**src/rtl/sum_unit.sv**
```systemverilog
// ---------------------------------------------------------------------------
// sum_unit -- final sum stage of the parameterised carry-lookahead adder.
//
// Produces S = P XOR C bit by bit and passes the result, together with a
// valid flag, through a D-stage register pipeline so that the adder latency
// can be balanced against the carry network. D = 0 gives a purely
// combinational path with no registers.
//
// Parameters:
//   N  operand width in bits (N >= 1)
//   D  latency in clock cycles / number of register stages (D >= 0)
//
// Ports:
//   clk        rising-edge clock (unused when D = 0)
//   rst        asynchronous active-high reset (unused when D = 0)
//   P          propagate bits, P[i] = A[i] ^ B[i]
//   C          carry into each bit position, C[0] = adder carry-in
//   in_valid   P/C are valid this cycle
//   S          sum bits
//   out_valid  S is valid this cycle
// ---------------------------------------------------------------------------
module sum_unit #(
    parameter int N = 4,
    parameter int D = 1
) (
    input  logic         clk,
    input  logic         rst,
    input  logic [N-1:0] P,
    input  logic [N-1:0] C,
    input  logic         in_valid,
    output logic [N-1:0] S,
    output logic         out_valid
);

    // XOR is done ahead of the first register so only the sum is stored.
    logic [N-1:0] sum_next;
    assign sum_next = P ^ C;

    generate
        if (D == 0) begin : g_comb
            assign S         = sum_next;
            assign out_valid = in_valid;

            // Clock and reset have no load in the combinational build.
            logic unused_clk_rst;
            assign unused_clk_rst = clk ^ rst;
        end else begin : g_pipe
            // Chain taps: index 0 is the stage input, index gi+1 is the
            // output of register stage gi.
            logic [N-1:0] stage_data  [0:D];
            logic         stage_valid [0:D];

            assign stage_data[0]  = sum_next;
            assign stage_valid[0] = in_valid;

            for (genvar gi = 0; gi < D; gi++) begin : g_stage
                logic [N-1:0] data_reg;
                logic         valid_reg;

                // Data captures every edge; valid only qualifies it, so
                // there is no enable and no backpressure.
                always_ff @(posedge clk or posedge rst) begin
                    if (rst) begin
                        data_reg  <= '0;
                        valid_reg <= 1'b0;
                    end else begin
                        data_reg  <= stage_data[gi];
                        valid_reg <= stage_valid[gi];
                    end
                end

                assign stage_data[gi+1]  = data_reg;
                assign stage_valid[gi+1] = valid_reg;
            end

            assign S         = stage_data[D];
            assign out_valid = stage_valid[D];
        end
    endgenerate

endmodule

```
**config.mk**
```make
export PLATFORM = sky130hd
export DESIGN_NAME = sum_unit
export DESIGN_NICKNAME = d
export VERILOG_FILES = /design/src/rtl/sum_unit.sv
export SDC_FILE = /design/constraint.sdc
export NUM_CORES = 1
export LEC_CHECK = 0
export CAP_MARGIN = 20
export CORE_AREA = 2 2 39 41
export DETAILED_ROUTE_END_ITERATION = 16
export DIE_AREA = 0 0 41 43
export SYNTH_ARGS = -nofsm -noshare
export SYNTH_HDL_FRONTEND = slang
export SYNTH_SLANG_ARGS = --single-unit
```
**constraint.sdc**
```tcl
create_clock -name clk -period 1.1 [get_ports clk]
set_input_delay 0.11 -clock clk [delete_from_list [all_inputs] [get_ports clk]]
set_output_delay 0.11 -clock clk [all_outputs]
set_load 0.005 [all_outputs]
```
==> out/summary.txt <==
H-tree depth -> 1
Post-Syn Area -> 164 um^2
Initial Utilization -> 11.8%
Leak Pwr -> 0.161 nW
Final WS setup -> 0.138 ns
Slowest stage delay, CP -> 0.36 ns
Sequential fraction of the synthesis area -> 76.3%
Ys flop type -> dfrtp_1
Top delay family on crit path -> flip-flops
Fin nets -> 41
Syn Nets -> 21
Yosys reg bits -> 5
Largest net degree at the start of global routing -> 6
Deepest clock path buffer count -> 2
Worst Path Arrival -> 0.85 ns
Critical path type -> reg -> out
GRT Residual Overflow -> 0
DR pass1 iterations -> 1
Final Non-Filler Cells -> 45
PostCTS Resize Cnt -> 5
Global-route wire length before repair -> 524 um
Unrepaired setup endpoints after global routing -> false
Post-synth top area cell -> dfrtp_1
Final Max Slew Viols -> 0
Initial antenna violation count -> 0
Register area -> 125 um^2
Rows -> 14
Vias after detailed routing -> 134
Clk sinks -> 5
CP Cell Sequence -> dlygate4sd2_1
Commonest cells post-synth -> dfrtp_1, xor2_1, inv_1
Routed WL per cell -> 7.18 um
Cts bufs inserted -> 3
Crit share post-route -> 87.4%
Synth top area share -> 76.3%
Multi-input gate area -> 35.0 um^2
Stages on the worst setup path -> 1
Antenna Violating Nets Remaining -> 0
Cell count after placement -> 41
Total track usage -> 5.06%
HP Class -> in -> async
Final WL -> 323 um
Die Ht -> 43 um
Clk root buf -> clkbuf_4
Antenna Diode Count -> 0
Vias in the first global route -> 157
CP endpoint -> S[3]
GP Congestion -> 0.618
Count leader, synth -> dfrtp_1
Max Freq -> 1040 MHz
CP endpoint kind -> primary output
Area growth, synth to finish -> 116%
CP bufs+invs -> 1
Drt drc -> 0
CTS hold repair buffers -> 0
Asr flop ratio synth -> 100%
Final Hold Violating Endpoints -> 0
Crit. Startpoint -> S[3]$_DFF_PP0_
IO buf count -> 15
TritonCTS clock tree -> done
Die area -> 1760 um^2
Io pins -> 16
Dpl ws -> 0.180 ns
Cells after synthesis -> 10
Share of post-route cells with drive strength above 1 -> 10.3%
Number of flops mapped to enable cells by yosys -> 0
Worst-path fanout max -> 1
PwrDens -> 1370 nW/um^2
Max Cap Viol -> 0
Slowest-stage cell, CP -> dfrtp_1
Worst-Margin Slew -> 0.173 ns
Setup violators final -> 0
VDD IR max -> 0.422 mV
Vias per Instance -> 2.98
1st-iter DRT viols -> 0
Post-CTS Setup Bufs -> 0
CP Launch Type -> register
Status -> finished, final reports clean
Top post-synthesis cells by area -> dfrtp_1, xor2_1, inv_1
Mean Syn Cell Area -> 16.4 um^2
Total negative slack -> 0 ns
Slew margin rel. -> 88.5%
Yosys warns -> 0
Count of different cell masters after synthesis -> 3
Tmin final -> 0.962 ns
Core area -> 1380 um^2
Worst-path clk slew -> 0.04 ns
Critical Path RT -> 0.99 ns
Die width -> 41 um
Filler cell count -> 157
## power by group
group | switching, W | internal, W | total, W
clock | 0.0000682 | 0.000137 | 0.000205
combinational | 0.0000214 | 0.0000526 | 0.0000740
sequential | 0.00000397 | 0.000201 | 0.000205
## how the worst min path moves through the flow
stage                                      to  depth (start not counted)  slack [ns]  from
after floorplan                S[0]$_DFF_PP0_                          1       -0.11   rst
after CTS                 out_valid$_DFF_PP0_                          2        0.07   rst
after detailed placement       S[2]$_DFF_PP0_                          2        0.32   rst
after global placement         S[1]$_DFF_PP0_                          2        0.32   rst
final                     out_valid$_DFF_PP0_                          2        0.07   rst
after global routing      out_valid$_DFF_PP0_                          2        0.09   rst
## layout make-up
cell class | count | share of cell area (%)
multi-input combinational | 4 | 9.89
sequential | 5 | 35.3
inverter | 1 | 1.06
timing repair buffer | 15 | 40.6
tap | 16 | 5.65
clock buffer | 4 | 7.42
## layer usage
layer	vias up	global-route usage, %	routed length [um]
met2	16	5.00	109
met1	52	6.27	142
met5	-	0	0
li1	66	-	-
met4	0	4.00	0
met3	0	4.71	71
## registers in the layout (all words and copies together), names as in the netlist
register / count
out_valid: 1
S: 4
## placed cells by master (no fill, tap or decap)
master / instances
clkbuf_1: 1
clkbuf_4: 3
clkdlybuf4s50_1: 10
dfrtp_1: 5
dlygate4sd2_1: 5
inv_1: 1
xor2_1: 4
## metrics by stage
stage	power [W]	area (um^2)	util, %	hold slack [ns]
after global routing	0.000519	354	25.6	0.0868
after global placement	0.000295	334	24.1	0.319
after CTS	0.000497	354	25.6	0.0705
final	0.000484	354	25.6	0.0696
after detailed placement	0.000296	334	24.1	0.320
after floorplan	0.000222	164	-	-0.111
## logic make-up after synthesis
family | Yosys count | synth area share [%]
DFF | 5 | 76.3
xor gates and xnor gates | 4 | 21.4
buffers and inverters | 1 | 2.29
Note: power is estimated with default switching activity, not from simulation.
